[src/rtl/fifo_write_arbiter.sv]
// Round-robin, burst-based arbiter sharing one async-FIFO write port among NUM_REQ producers.
// The FIFO full flag gates every beat combinationally, so nothing is presented while the FIFO is full.
module fifo_write_arbiter #(
    parameter int NUM_REQ   = 4,
    parameter int DATA_W    = 8,
    parameter int MAX_BURST = 4,
    localparam int OW       = $clog2(NUM_REQ),
    localparam int BCW      = $clog2(MAX_BURST + 1)
) (
    input  logic                      clk,
    input  logic                      reset,
    input  logic [NUM_REQ-1:0]        req,
    input  logic [NUM_REQ*DATA_W-1:0] req_data,
    input  logic [NUM_REQ-1:0]        req_last,
    output logic [NUM_REQ-1:0]        ack,
    input  logic                      fifo_full,
    output logic                      fifo_write_enable,
    output logic [DATA_W-1:0]         fifo_write_data,
    output logic                      busy,
    output logic [OW-1:0]             owner
);

    typedef enum logic [0:0] {
        ST_IDLE  = 1'b0,
        ST_BURST = 1'b1
    } state_t;

    state_t         state_r;
    state_t         state_nxt_s;
    logic [OW-1:0]  owner_r;
    logic [OW-1:0]  owner_nxt_s;
    logic [BCW-1:0] beat_cnt_r;
    logic [BCW-1:0] beat_cnt_nxt_s;
    logic           owner_req_s;
    logic           burst_done_s;
    logic           beat_ok_s;

    // First requester after 'last' in circular order; 'last' itself is checked last.
    function automatic logic [OW-1:0] rr_pick(input logic [OW-1:0] last,
                                              input logic [NUM_REQ-1:0] r);
        logic [OW-1:0] pick;
        logic          found;
        int            idx;
        pick  = last;
        found = 1'b0;
        for (int k = 1; k <= NUM_REQ; k++) begin
            idx = (int'(last) + k) % NUM_REQ;
            if (!found && r[OW'(idx)]) begin
                pick  = OW'(idx);
                found = 1'b1;
            end else begin
                found = found;
            end
        end
        return pick;
    endfunction

    // Owner-side qualifiers used by both the output and next-state logic.
    always_comb begin
        owner_req_s  = req[owner_r];
        burst_done_s = req_last[owner_r] || (beat_cnt_r == BCW'(MAX_BURST - 1));
        beat_ok_s    = !reset && (state_r == ST_BURST) && owner_req_s && !fifo_full;
    end

    // Beat acceptance and write-port drive; reset forces the port quiet in any state.
    always_comb begin
        ack = '0;
        if (beat_ok_s) begin
            ack[owner_r] = 1'b1;
        end else begin
            ack = '0;
        end
        fifo_write_enable = beat_ok_s;
        fifo_write_data   = '0;
        for (int i = 0; i < NUM_REQ; i++) begin
            if (owner_r == OW'(i)) begin
                fifo_write_data = req_data[i*DATA_W +: DATA_W];
            end else begin
                fifo_write_data = fifo_write_data;
            end
        end
        busy  = (state_r == ST_BURST);
        owner = owner_r;
    end

    // Next-state logic: arbitrate in IDLE, count/stall/terminate in BURST.
    always_comb begin
        state_nxt_s    = state_r;
        owner_nxt_s    = owner_r;
        beat_cnt_nxt_s = beat_cnt_r;
        case (state_r)
            ST_IDLE: begin
                if (|req) begin
                    owner_nxt_s    = rr_pick(owner_r, req);
                    beat_cnt_nxt_s = '0;
                    state_nxt_s    = ST_BURST;
                end else begin
                    state_nxt_s = ST_IDLE;
                end
            end
            ST_BURST: begin
                if (!owner_req_s) begin
                    // Abandonment takes priority over a stall on full.
                    state_nxt_s    = ST_IDLE;
                    beat_cnt_nxt_s = '0;
                end else if (fifo_full) begin
                    beat_cnt_nxt_s = beat_cnt_r;
                end else if (burst_done_s) begin
                    state_nxt_s    = ST_IDLE;
                    beat_cnt_nxt_s = '0;
                end else begin
                    beat_cnt_nxt_s = beat_cnt_r + BCW'(1);
                end
            end
            default: begin
                state_nxt_s    = ST_IDLE;
                beat_cnt_nxt_s = '0;
            end
        endcase
    end

    // State registers; reset leaves requester 0 with first priority.
    always_ff @(posedge clk) begin
        if (reset) begin
            state_r    <= ST_IDLE;
            owner_r    <= OW'(NUM_REQ - 1);
            beat_cnt_r <= '0;
        end else begin
            state_r    <= state_nxt_s;
            owner_r    <= owner_nxt_s;
            beat_cnt_r <= beat_cnt_nxt_s;
        end
    end

endmodule

[config.mk]
export PLATFORM = sky130hd
export DESIGN_NAME = fifo_write_arbiter
export DESIGN_NICKNAME = d
export VERILOG_FILES = /design/src/rtl/fifo_write_arbiter.sv
export SDC_FILE = /design/constraint.sdc
export NUM_CORES = 1
export LEC_CHECK = 0
export ABC_AREA = 1
export CAP_MARGIN = 5
export CELL_PAD_IN_SITES_DETAIL_PLACEMENT = 0
export CELL_PAD_IN_SITES_GLOBAL_PLACEMENT = 1
export CORE_MARGIN = 1.5
export CORE_UTILIZATION = 26
export DETAILED_ROUTE_END_ITERATION = 10
export GPL_TIMING_DRIVEN = 0
export HOLD_SLACK_MARGIN = 0.1
export PLACE_DENSITY = 0.95
export SLEW_MARGIN = 20
export SYNTH_ARGS = -nofsm -noshare
export SYNTH_HDL_FRONTEND = slang
export SYNTH_SLANG_ARGS = --single-unit
export TNS_END_PERCENT = 30
[constraint.sdc]
create_clock -name clk -period 4.72 [get_ports clk]
set_input_delay 0.472 -clock clk [delete_from_list [all_inputs] [get_ports clk]]
set_output_delay 0.472 -clock clk [all_outputs]
set_load 0.005 [all_outputs]
==> results.md <==
Logic synthesis:
- The synthesized netlist occupies a cell area of ~1000 sq um.
- The average cell area after synthesis is 5.74 sq um.
- The register bit count reported by yosys is 6.
- The sequential-to-total area share from yosys stat is between 10% and 20%.
- The count of flip-flops with a built-in enable after synthesis is 0.
- The number of warnings reported in the yosys synthesis log is 0.
- The net count after synthesis is between 200 and 250.
- The distinct cell type count of the synthesized netlist is 24.
- Counting flops with an async set or reset pin after synthesis yields a share of 0%.
- The prevailing post-synth register cell is dfxtp_1.
- The count of mapped cells out of synthesis is roughly 180.

CTS:
- After clock tree synthesis, the clock-pin slew on the worst setup and hold paths is ~40 ps.
- The clock net in this run drives a total of 6 sinks.
- The maximum count of clock buffers along a single path is 2.
- Gates resized during post-CTS repair numbered 0.
- The maximum level of the CTS H-tree is 1.
- The number of buffers inserted by post-CTS setup repair is 0.
- The TritonCTS clock tree is yes.
- The later pin in the worst-skew pair is clocked with a latency of around 220 ps.
- For this design, the CTS-stage hold fixing added 0 buffers.
- The number of CTS-inserted buffers is 3.
- In this run the clock root is driven by a clkbuf_8.

Detailed routing:
- The detailed-route wire length is approximately 3.1 mm.
- The remaining number of nets flagged by the antenna check after routing is 0.
- The DRC violation total after the first TritonRoute iteration is 21.
- The via count is 1270.
- The first TritonRoute pass finished after 4 iterations.
- The via density per instance is 4.47.
- The per-cell routed wire length is about 11 um.
- After detailed routing, the number of remaining DRC violations is 0.

Setup path:
- The maximum single-stage delay on the critical path is 530 ps.
- The signal on the critical path passes through buf_4 -> inv_2 -> ha_1 -> buf_2 -> nor2_4 -> nand2_1 -> nand2_1 -> o21ai_0 -> o21ai_0 -> clkdlybuf4s50_1.
- The terminus of the critical flop-to-flop path is owner[1]$_SDFFE_PP1P_.
- Across all register-to-register paths, the minimum setup slack is about 2900 ps.
- The worst setup path is of the flop to output port kind.
- The standard cell with the maximum stage delay on the critical path is clkdlybuf4s50_1.
- The buffer and inverter count on the worst path is 4.
- The logic depth of the worst path, buffers included is 10.
- Counting cells, the worst reg-to-reg path comes to 11.
- The maximum fanout along the worst path is 10.
- The worst setup path is launched from a flop.
- The kind of cell with the highest combined delay along the critical path is buffers and inverters.
- The arrival time at the worst endpoint is 2450 ps.
- The kind of end point of the critical path is an output port.
- The worst path required time is between 4000 and 5000 ps.
- In this run the critical register-to-register path is launched from owner[1]$_SDFFE_PP1P_.

Power:
- The internal power of the cells totals about 0.00039 W.
- The power per unit of standard cell area is between 400 and 500 nW/um^2.
- The power spent charging and discharging nets is about 0.00037 W.
- VDD sags by at most slightly below 200 uV.
- The portion of total power attributed to sequential cells is between 10% and 20%.
- The combinational share of power is around four fifths.
- The proportion of power drawn by the clock network is 10.2%.
- The leakage power is approximately 0.80 nW.
- The switching share of power is around half.

Flow run:
- The count of max-cap constraint violations is 0.

Cells and area:
- The area growth from synthesis to layout is 67.9%.
- The sequential cell area in the final layout is about 120 sq um.
- At the end of the flow, the number of nets in the layout was around 290.
- The number of fill cells is about 420.
- In the final layout, the share of cells above drive strength 1 is between 10% and 20%.
- The count of cells in the finished layout, fillers not included, comes to ~280.
- The multi-input logic area is approximately 770 sq um.
- The number of diodes is 0.

Global routing:
- The global-route wire length before repair is roughly 4.9 mm.
- Entering global routing, the biggest net connects 11 pins.
- The overall fraction of global-route tracks in use is between 10 and 15%.
- The via count of the first global-routing pass came to approximately 1200.
- The initial antenna violation count is 0.
- Global routing finished with a remaining overflow of 0.

Place:
- The count of input and output buffers is between 50 and 60.
- The last weighted congestion value of the routability-driven placer is 0.888.
- The total placed cells including tap cells is ~280.
- The final HPWL from detailed placement is about 2.5 mm.

Min path:
- The worst hold path cell count is 2.
- In this run the most critical hold path is launched from beat_cnt_r[2]$_SDFFE_PP0P_.
- For hold timing, the worst endpoint is beat_cnt_r[2]$_SDFFE_PP0P_.
- In this run the worst hold path is classified as flop to flop.

Floorplanning:
- The initialized floorplan defines 22 standard-cell rows.
- From bottom edge to top edge, the die measures 65.2 um.
- The die covers roughly 4200 sq um.
- The number of top-level pins is 59.
- The area of the placeable core is around 3700 sq um.
- From left edge to right edge, the die measures 65.2 um.
- Once the floorplan was initialized, standard cells occupied between 20% and 30% of the core.

Timing:
- Timing would allow up to roughly 0.34 GHz.
- At the pin with the least slew margin, the transition time is ~370 ps.
- The smallest clock period supported by the final layout is computed as 2920 ps.
- The max-slew violation count is 0.
- Setup repair after global routing left no endpoint under its margin.
- The count of endpoints failing setup in the final report is 0.
- Measured against its own limit, the worst slew margin works out to between 70% and 80%.
- The part of the cycle the worst path needs is approximately three fifths.
- The post-route setup TNS is 0 ps.
- The final hold violation count is 0.
- The final setup skew is 1.68 ps.

Run status:
- The run finished with clean final reports.
==> synth_stat cells (3+ instances only) <==
cell type,count,share of area (%)
ha_1,6,7.5
o21ai_0,14,7.0
nand2_2,6,3.7
nand3_2,3,3.0
dfxtp_1,6,12
nand2_4,3,3.4
nand2_1,63,24
nand3_1,13,6.5
a21oi_1,12,6.0
inv_1,18,6.7
nand4_1,3,1.9
nor2_1,8,3.0
o21ai_1,3,1.5
==> state kept, by name (all words and copies together), names as in the netlist <==
register    count
busy            1
owner           2
beat_cnt_r      3
==> how the worst max path moves through the flow <==
stage                                startpoint            endpoint
after floorplan           owner[1]$_SDFFE_PP1P_  fifo_write_data[1]
after global placement    owner[1]$_SDFFE_PP1P_  fifo_write_data[2]
after detailed placement  owner[1]$_SDFFE_PP1P_  fifo_write_data[2]
after CTS                 owner[1]$_SDFFE_PP1P_  fifo_write_data[2]
after global routing      owner[1]$_SDFFE_PP1P_  fifo_write_data[2]
final                     owner[1]$_SDFFE_PP1P_  fifo_write_data[2]
==> routing by layer <==
layer	part of all wire, %	track usage [%]	vias up
met5	0	0	-
met1	44	17.1	526
met2	45	26.4	52
met3	11	3.77	2
li1	-	-	690
met4	0.72	3.91	0
==> power by group through the flow <==
stage	Sequential [W]	Clock, W	Combinational, W
floorplan	0.0000742	0	0.000389
global placement	0.0000781	0	0.000605
detailed placement	0.0000784	0	0.000606
CTS	0.0000782	0.0000780	0.000609
global route	0.0000794	0.0000831	0.000680
finish	0.0000780	0.0000767	0.000599
==> kinds of logic after synthesis <==
family                   share of synthesized area, %
AO/OA/AOI/OAI                                    15.7
adder cells (fa/ha/maj)                          7.47
buffers and inverters                            11.8
flip-flops                                       12.0
AND/OR/NAND/NOR                                  53.1
==> cell type report <==
type / count / area share [%]
Timing Repair Buffer: 58 / 34.4
Multi-Input combinational cell: 143 / 45.4
Buffer: 5 / 1.93
Tap cell: 48 / 3.56
Sequential cell: 6 / 7.12
Clock buffer: 3 / 2.45
Inverter: 21 / 5.12
==> worst reg2reg max path, delay by kind of cell (launching register included) <==
family	cells	cell delay, ps
adder cells (fa/ha/maj)	1	330
flip-flops	1	410
AND/OR/NAND/NOR	6	490
buffers and inverters	4	490
==> per-stage QoR <==
stage	utilization, %	power, W	instance area, sq um	hold WS [ps]	worst slack, ps
2_1_floorplan	-	0.000463	1000	438	2790
3_3_place_gp	44.6	0.000683	1650	462	2020
3_5_place_dp	44.6	0.000684	1650	463	2010
4_1_cts	45.7	0.000765	1690	468	1760
5_1_grt	45.7	0.000842	1690	511	1590
6_report	45.7	0.000754	1690	465	1800
==> layout by cell type (no fill, tap or decap) <==
cell,instances
buf_2,2
clkdlybuf4s50_1,58
buf_6,1
a21oi_1,12
clkbuf_1,1
ha_1,6
o21ai_0,14
nor2_2,2
nor2_4,2
nand2_2,6
nand2_1,63
nor2_1,8
inv_1,18
buf_4,1
nand2_4,3
nand3b_2,1
a31oi_1,2
inv_2,2
inv_8,1
nand3_4,2
nand3_2,3
nand4_1,3
nand3_1,13
clkbuf_8,3
dfxtp_1,6
o21ai_1,3
Power figures use the tool's default switching activity.
